`src/rtl/fft_run_sequencer_pkg.sv`:
```
// Shared types and defaults for the FFT run sequencer.
// The optional watchdog is enabled by defining FFT_SEQ_WATCHDOG_EN.
package pe_pkg;

  localparam int SINK_WIDTH = 14;
  localparam int FFT_DEPTH  = 11;
  localparam int RUNS       = 3;

  typedef logic [SINK_WIDTH-1:0] sample_t;

  typedef enum logic [2:0] {
    IDLE     = 3'd0,
    FILL     = 3'd1,
    KICK     = 3'd2,
    WAIT_FFT = 3'd3,
    FINISH   = 3'd4
  } seq_state_t;

  function automatic int run_bits(input int runs);
    return (runs > 1) ? $clog2(runs) : 1;
  endfunction

endpackage

```
`src/rtl/fft_run_sequencer_watchdog.sv`:
```
// Cycle counter that flags when a wait has lasted LIMIT cycles.
// Only instantiated when FFT_SEQ_WATCHDOG_EN is defined.
module fft_seq_watchdog #(
  parameter int LIMIT = 65535
) (
  input  logic clk,
  input  logic rst,
  input  logic clear,
  input  logic enable,
  output logic expire
);

  localparam int CW = $clog2(LIMIT + 1);
  localparam logic [CW-1:0] LAST = CW'(LIMIT - 1);

  logic [CW-1:0] cnt;

  assign expire = enable && (cnt == LAST);

  always_ff @(posedge clk or posedge rst) begin
    if (rst) begin
      cnt <= '0;
    end else if (clear) begin
      cnt <= '0;
    end else if (enable && !expire) begin
      cnt <= cnt + CW'(1);
    end
  end

endmodule

```
`src/rtl/fft_run_sequencer.sv`:
```
// Fills the sample buffer and kicks the FFT core RUNS times per start.
// Define FFT_SEQ_WATCHDOG_EN to add the WAIT_FFT timeout and error flag.
module fft_run_sequencer
  import pe_pkg::*;
#(
  parameter int SINK_WIDTH     = pe_pkg::SINK_WIDTH,
  parameter int FFT_DEPTH      = pe_pkg::FFT_DEPTH,
  parameter int RUNS           = pe_pkg::RUNS,
  parameter int TIMEOUT_CYCLES = 65535
) (
  input  logic                         clk,
  input  logic                         rst,
  input  logic                         start,
  input  logic                         sample_stb,
  input  logic                         fft_busy,
  input  logic                         fft_done,
  output logic                         buf_we,
  output logic [FFT_DEPTH-1:0]         buf_addr,
  output logic                         fft_start,
  output logic [run_bits(RUNS)-1:0]    run_idx,
  output logic                         busy,
  output logic                         done,
  output logic                         error
);

  localparam int RW = run_bits(RUNS);
  localparam logic [FFT_DEPTH-1:0] ADDR_LAST = '1;
  localparam logic [RW-1:0] RUN_LAST = RW'(RUNS - 1);

  if (SINK_WIDTH < 1 || RUNS < 1 || TIMEOUT_CYCLES < 1) begin : g_bad_cfg
    $error("fft_run_sequencer: invalid parameters");
  end

  seq_state_t           state;
  logic [FFT_DEPTH-1:0] cnt;
  logic                 take_stb;
  logic                 wd_hit;

  assign take_stb = sample_stb && (state == FILL);
  assign busy     = (state != IDLE);
  assign done     = (state == FINISH);

`ifdef FFT_SEQ_WATCHDOG_EN
  logic wd_clear;
  logic wd_enable;
  logic wd_expire;

  assign wd_enable = (state == WAIT_FFT);
  assign wd_clear  = !wd_enable;
  assign wd_hit    = wd_expire && !fft_done;

  fft_seq_watchdog #(
    .LIMIT(TIMEOUT_CYCLES)
  ) u_wd (
    .clk   (clk),
    .rst   (rst),
    .clear (wd_clear),
    .enable(wd_enable),
    .expire(wd_expire)
  );

  always_ff @(posedge clk or posedge rst) begin
    if (rst) begin
      error <= 1'b0;
    end else if (start && state == IDLE) begin
      error <= 1'b0;
    end else if (wd_hit) begin
      error <= 1'b1;
    end
  end
`else
  assign wd_hit = 1'b0;
  assign error  = 1'b0;
`endif

  always_ff @(posedge clk or posedge rst) begin
    if (rst) begin
      state     <= IDLE;
      cnt       <= '0;
      run_idx   <= '0;
      buf_we    <= 1'b0;
      buf_addr  <= '0;
      fft_start <= 1'b0;
    end else begin
      buf_we    <= take_stb;
      fft_start <= 1'b0;
      // counter wraps to 0 on the strobe that writes the last address
      if (take_stb) begin
        buf_addr <= cnt;
        cnt      <= cnt + FFT_DEPTH'(1);
      end
      unique case (state)
        IDLE: begin
          if (start) begin
            state   <= FILL;
            cnt     <= '0;
            run_idx <= '0;
          end
        end
        FILL: begin
          if (take_stb && cnt == ADDR_LAST) begin
            state <= KICK;
          end
        end
        KICK: begin
          if (!fft_busy) begin
            fft_start <= 1'b1;
            state     <= WAIT_FFT;
          end
        end
        WAIT_FFT: begin
          if (fft_done) begin
            if (run_idx == RUN_LAST) begin
              state <= FINISH;
            end else begin
              run_idx <= run_idx + RW'(1);
              state   <= FILL;
            end
          end else if (wd_hit) begin
            state <= IDLE;
          end
        end
        FINISH: begin
          state <= IDLE;
        end
        default: begin
          state <= IDLE;
        end
      endcase
    end
  end

endmodule

```
`config.mk`:
```
export PLATFORM = sky130hd
export DESIGN_NAME = fft_run_sequencer
export DESIGN_NICKNAME = d
export VERILOG_FILES = /design/src/rtl/fft_run_sequencer_pkg.sv /design/src/rtl/fft_run_sequencer_watchdog.sv /design/src/rtl/fft_run_sequencer.sv
export SDC_FILE = /design/constraint.sdc
export NUM_CORES = 1
export LEC_CHECK = 0
export CORE_UTILIZATION = 40
export DETAILED_ROUTE_END_ITERATION = 6
export PLACE_DENSITY = 0.66
export SLEW_MARGIN = 10
export SYNTH_ARGS = -nofsm -noshare
export SYNTH_HDL_FRONTEND = slang
export SYNTH_HIERARCHICAL = 1
export SYNTH_SLANG_ARGS = --single-unit
```
`constraint.sdc`:
```
create_clock -name clk -period 2.4 [get_ports clk]
set_clock_uncertainty 0.2 [all_clocks]
set_input_delay 0.24 -clock clk [delete_from_list [all_inputs] [get_ports clk]]
set_output_delay 0.24 -clock clk [all_outputs]
set_load 0.02 [all_outputs]
```
Word level (Yosys, flattened, before mapping). Cells that the tools add are included.

Flip-flop bits (word level): 29. Bits in latches: 0. ROM bits: 0. Logic and storage cells: 41. Memories kept: 0. Output and inout port bits: 18. Input port bits: 6. Memory bits (writable): 0.

Multiplexer cells: 15. Reduce and logical (&&, ||, !) cells: 7. Add/subtract/negate cells: 2. Equality and inequality tests: 11. Bitwise operators: 0. Shifts and indexed selects: 0. Order comparisons: 0. $mul: 0. Divide/modulo/power cells: 0.

Operators with widths (number): 11-bit 2-to-1 mux (3); 3-bit 2-to-1 mux (5); 3-bit case mux with 4 select lines (1); 11-bit by 1-bit adder with 11-bit output (second input constant) (1); 11-bit equality test (second input constant) (1); 2-bit inequality test (second input constant) (4); 4-bit AND reduction (2); 3-bit by 2-bit equality test with 1-bit output (second input constant) (2); 2-bit 2-to-1 mux (3); 2-bit case mux with 2 select lines (1); 3-bit by 1-bit equality test with 1-bit output (second input constant) (1); 3-bit equality test (second input constant) (1); 3-bit zero test (1); 3-bit nonzero test (1); 2-bit by 1-bit adder with 2-bit output (second input constant) (1); 2-bit equality test (second input constant) (1); 1-bit logical AND (2); 1-bit 2-to-1 mux (2); 2-bit by 1-bit inequality test with 1-bit output (second input constant) (1); 2-bit nonzero test (1).

Depth between registers and ports, before layout.
Word-level depth: 5. Depth in mapped cells: 6. Gate-level depth less buffers: 6.

Worst setup path before layout. No wires, ideal clock.

Kind: register to register. Start point: reg state[1]. End point: reg cnt[0]. Setup slack: 0.637 ns. Clock period less this slack: 1.763 ns. Data required time: 2.077 ns. Cell stages (with the launch flop): 6. Arrival: 1.440 ns. Setup time: 0.123 ns. Buffers on the path: 2. Cell sequence: dfrtp_1 -> buf_4 -> or3_1 -> nor2_1 -> buf_2 -> nor2_1.

Longest elaborated chain between the ends: 5. Elaborated cells between the ends (all ways): 6. Classes of those cells: 1 x eq/ne; 3 x mux; 2 x reduce/logical.

Ends and longest elaborated chain: from (decl) (RTL line fft_run_sequencer.sv:34) `seq_state_t state;`; from (signal assigned) (RTL line fft_run_sequencer.sv:78) `state <= IDLE;`; from (signal assigned) (RTL line fft_run_sequencer.sv:95) `state <= FILL;`; from (signal assigned) (RTL line fft_run_sequencer.sv:102) `state <= KICK;`; 3-bit by 1-bit equality test with 1-bit output (RTL line fft_run_sequencer.sv:39) `assign take_stb = sample_stb && (state == FILL);`; 1-bit logical AND (RTL line fft_run_sequencer.sv:39); 11-bit 2-to-1 mux (RTL line fft_run_sequencer.sv:88) `if (take_stb) begin`; 11-bit 2-to-1 mux (RTL line fft_run_sequencer.sv:94) `if (start) begin`; 11-bit 2-to-1 mux (*) (RTL line fft_run_sequencer.sv:92) `unique case (state)`; to (signal assigned) (RTL line fft_run_sequencer.sv:90) `cnt <= cnt + FFT_DEPTH'(1);`; to (decl) (RTL line fft_run_sequencer.sv:35) `logic [FFT_DEPTH-1:0] cnt;`.

Mark *: on every way between the ends. The rest lies on a longest branch, timed or not. A chain may end at the register's enable or synchronous reset.

Final worst setup path.
Start point: reg state[1]. End point: out busy.

Longest elaborated chain between the ends: 1.

Ends and longest elaborated chain: 3-bit nonzero test (RTL line fft_run_sequencer.sv:40) `assign busy = (state != IDLE);`; to (decl) (RTL line fft_run_sequencer.sv:21) `output logic busy,`.

Every way passes these cells.

==> impl_results.md <==
- Synth unique cells: 32
- WS Path Type: reg2out
- FF/Latch Area: 726 sq um
- Layout filler cell count: 312
- FP Rows: 20
- Reg-to-Reg Start: state[1]
- WL/cell: between 10 and 15 um
- Layout cells sized above 1: 9.52%
- Maxcap violations: 0
- Outcome: finished, final reports clean
- Die area: between 3000 and 4000 sq um
- CP delay by family, top: buffers and inverters
- Fmax: 0.452 GHz
- Hold_buf cts: 0
- 1st-iter DRT viols: 12
- Post-CTS Repair Setup Buffers: 0
- Required time worst endpoint: about 2 ns
- Total track usage: 15.8%
- Vias in the first global route: 940
- Crit-path max FO: 10
- Antenna diode instance count: 0
- Yosys reg bits: 29
- Footprint of the multi-input gates: 548 sq um
- Worst-path cell chain: or3_1 -> clkdlybuf4s50_1
- Buffers on Ports: 22
- Initial antenna violation count: 0
- Drt pass-1 iters: 4
- Post-Synthesis Cells: 141
- Root Driver: clkbuf_4
- Syn Std Cell Area: between 1000 and 1500 sq um
- Yosys warnings: 6
- Worst setup path endpoint: busy
- LEAKAGE: about 0.74 nW
- Setup crit end kind: output port
- CP arrival: between 1.5 and 2 ns
- Crit path from: state[1]
- Final Power: 0.00125 W
- Initial core utilization: 42.9%
- Instance count on the critical path: 2
- Fin area: approximately 1700 sq um
- H-tree levels: 2
- Crit Reg-Reg Endpoint: state[0]
- Clk sinks: 29
- TNS Setup: 0 ns
- Clock latency on the worst-skew pair: around 0.33 ns
- Die Width: around 60 um
- Avg Inst Size Synth: 9.44 sq um
- CP Buf/Inv Count: 1
- Synthesized Nets: about 150
- Fin crit share: roughly 92%
- Area Growth Syn to Fin: 24.7%
- Remaining DRCs: 0
- I/O pins: 24
- Largest stage delay, worst path: approximately 0.55 ns
- CTS tree: built
- Slowest cell on crit path: clkdlybuf4s50_1
- Overflow after GRT: 0
- Clock tree buffer depth: 2
- Routed vias: a little over 1000
- Nets: 175
- First-pass GRT wire length: between 4000 and 5000 um
- CTS Buf Count: 5
- Pwr dens: 752 nW/um^2
- Min cycle time layout: 2.21 ns
- Die H: 59.7 um
- Final ANT Viol Nets: 0
- Final HPWL DP: 1690 um
- Path type of the worst min-delay path: in2async
- Clock transition at path regs: roughly 0.10 ns
- Peak supply drop: 0.374 mV
- Nature of the critical path startpoint: flip-flop
- Post-CTS Resized: 0
- FF-to-FF path depth: 4
- Seq/Total Area, Yosys: a little over half
- Placed cell areas: 1590 sq um
- Vias per std cell: 4.84
- R2r setup slk: 0.44 ns
- Pin count of the biggest net entering global routing: 30
- Post-Route WL: approximately 2400 um
- Total core area: 3100 sq um
- RSZ-0062 raised after global routing: false
- Gpl congestion: slightly below 0.8
- Slew Limit Fails: 0
- Final setup violation count: 0
- Hold Fails Final Rpt: 0
[area by class of cell]
class / instances / area share (%)
clock buffer: 7 / 3.92
clock inverter: 1 / 0.301
tap: 44 / 3.32
sequential: 29 / 43.7
multi-input combinational: 101 / 33.0
inverter: 5 / 1.13
timing repair buffer: 25 / 14.6
[logic make-up after synthesis]
group	Yosys count	synth area share, %
compound gates	9	4.14
xor+xnor	9	5.92
fa+ha+maj	2	1.88
buf+inv	11	4.32
flops	29	54.5
other cells	1	0.282
simple gates	80	28.9
[flip-flops by register name, summed over array words and instances, names as in the netlist]
register,count
buf_we,1
cnt,11
run_idx,2
buf_addr,11
state,3
fft_start,1
[placed cells by master, fill, tap and decap left out, types with 3 or more instances in the layout]
| master | instances |
|---|---|
| dfrtp_1 | 29 |
| nand3_1 | 3 |
| buf_4 | 3 |
| nand2_1 | 45 |
| nor2_1 | 11 |
| inv_1 | 4 |
| nand4_1 | 3 |
| clkbuf_4 | 5 |
| xnor2_1 | 7 |
| nor3_1 | 4 |
| a21oi_1 | 4 |
| clkdlybuf4s50_1 | 22 |
[cell usage after synthesis]
master | count | area share (%)
nor2_2 | 2 | 0.94
or2_2 | 1 | 0.47
nor3b_1 | 1 | 0.56
buf_1 | 1 | 0.28
a21oi_1 | 4 | 1.5
nor3_1 | 4 | 1.5
or3_1 | 2 | 0.94
dfrtp_1 | 29 | 55
clkinv_1 | 1 | 0.28
buf_2 | 1 | 0.38
nor4b_1 | 1 | 0.66
nand3_1 | 3 | 1.1
a2111oi_0 | 1 | 0.66
o22ai_1 | 1 | 0.47
nand3b_1 | 2 | 1.1
xnor2_1 | 7 | 4.6
o21ai_0 | 2 | 0.75
a41o_1 | 1 | 0.75
conb_1 | 1 | 0.28
nor2_1 | 11 | 3.1
ha_1 | 2 | 1.9
clkbuf_1 | 1 | 0.28
buf_4 | 2 | 1.1
nand2b_1 | 1 | 0.47
nor4_1 | 2 | 0.94
nand4_1 | 3 | 1.4
nand2_1 | 45 | 13
nor4_2 | 1 | 0.94
buf_6 | 1 | 0.85
inv_1 | 4 | 1.1
xor2_1 | 2 | 1.3
nand4bb_4 | 1 | 2.1
[per-stage QoR]
step                      instances  setup slack, ns  hold slack (ns)  util, %
after global placement          204            0.302            0.259     51.2
final                           212            0.186           0.0639     53.5
after floorplan                 141            0.637            0.111        -
after detailed placement        204            0.265            0.262     51.2
after global routing            212            0.126            0.130     53.5
after CTS                       212            0.171           0.0733     53.5
[where the power goes]
group	leakage [nW]	total, W	internal [W]	switching, W
registers	0.388	0.000633	0.000561	0.0000720
logic	0.312	0.000278	0.000129	0.000150
clock network	0.0413	0.000337	0.000169	0.000167
total	0.742	0.00125	0.000859	0.000389
[routing by layer]
metal  wire length [um]  GRT usage (%)  part of all wire [%]  up-vias
met2               1140           25.6                    47       22
met5                  0              0                     0        -
met3                123           5.84                   5.1        5
met1               1120           19.1                    46      488
li1                   -              -                     -      512
met4                 44           5.98                   1.8        0
[tightest hold or removal path, delay by kind of cell]
family / cells / cell delay, ns
buffers and inverters: 3 / 0.78
[worst min-delay path by stage]
stage / depth (start not counted) / endpoint / slack (ns)
after floorplan: 1 / fft_start / 0.11
after global placement: 2 / buf_addr[7] / 0.26
after detailed placement: 2 / buf_addr[0] / 0.26
after CTS: 3 / buf_addr[7] / 0.07
after global routing: 3 / buf_addr[7] / 0.13
final: 3 / buf_addr[7] / 0.06
Power figures use the tool's default switching activity.
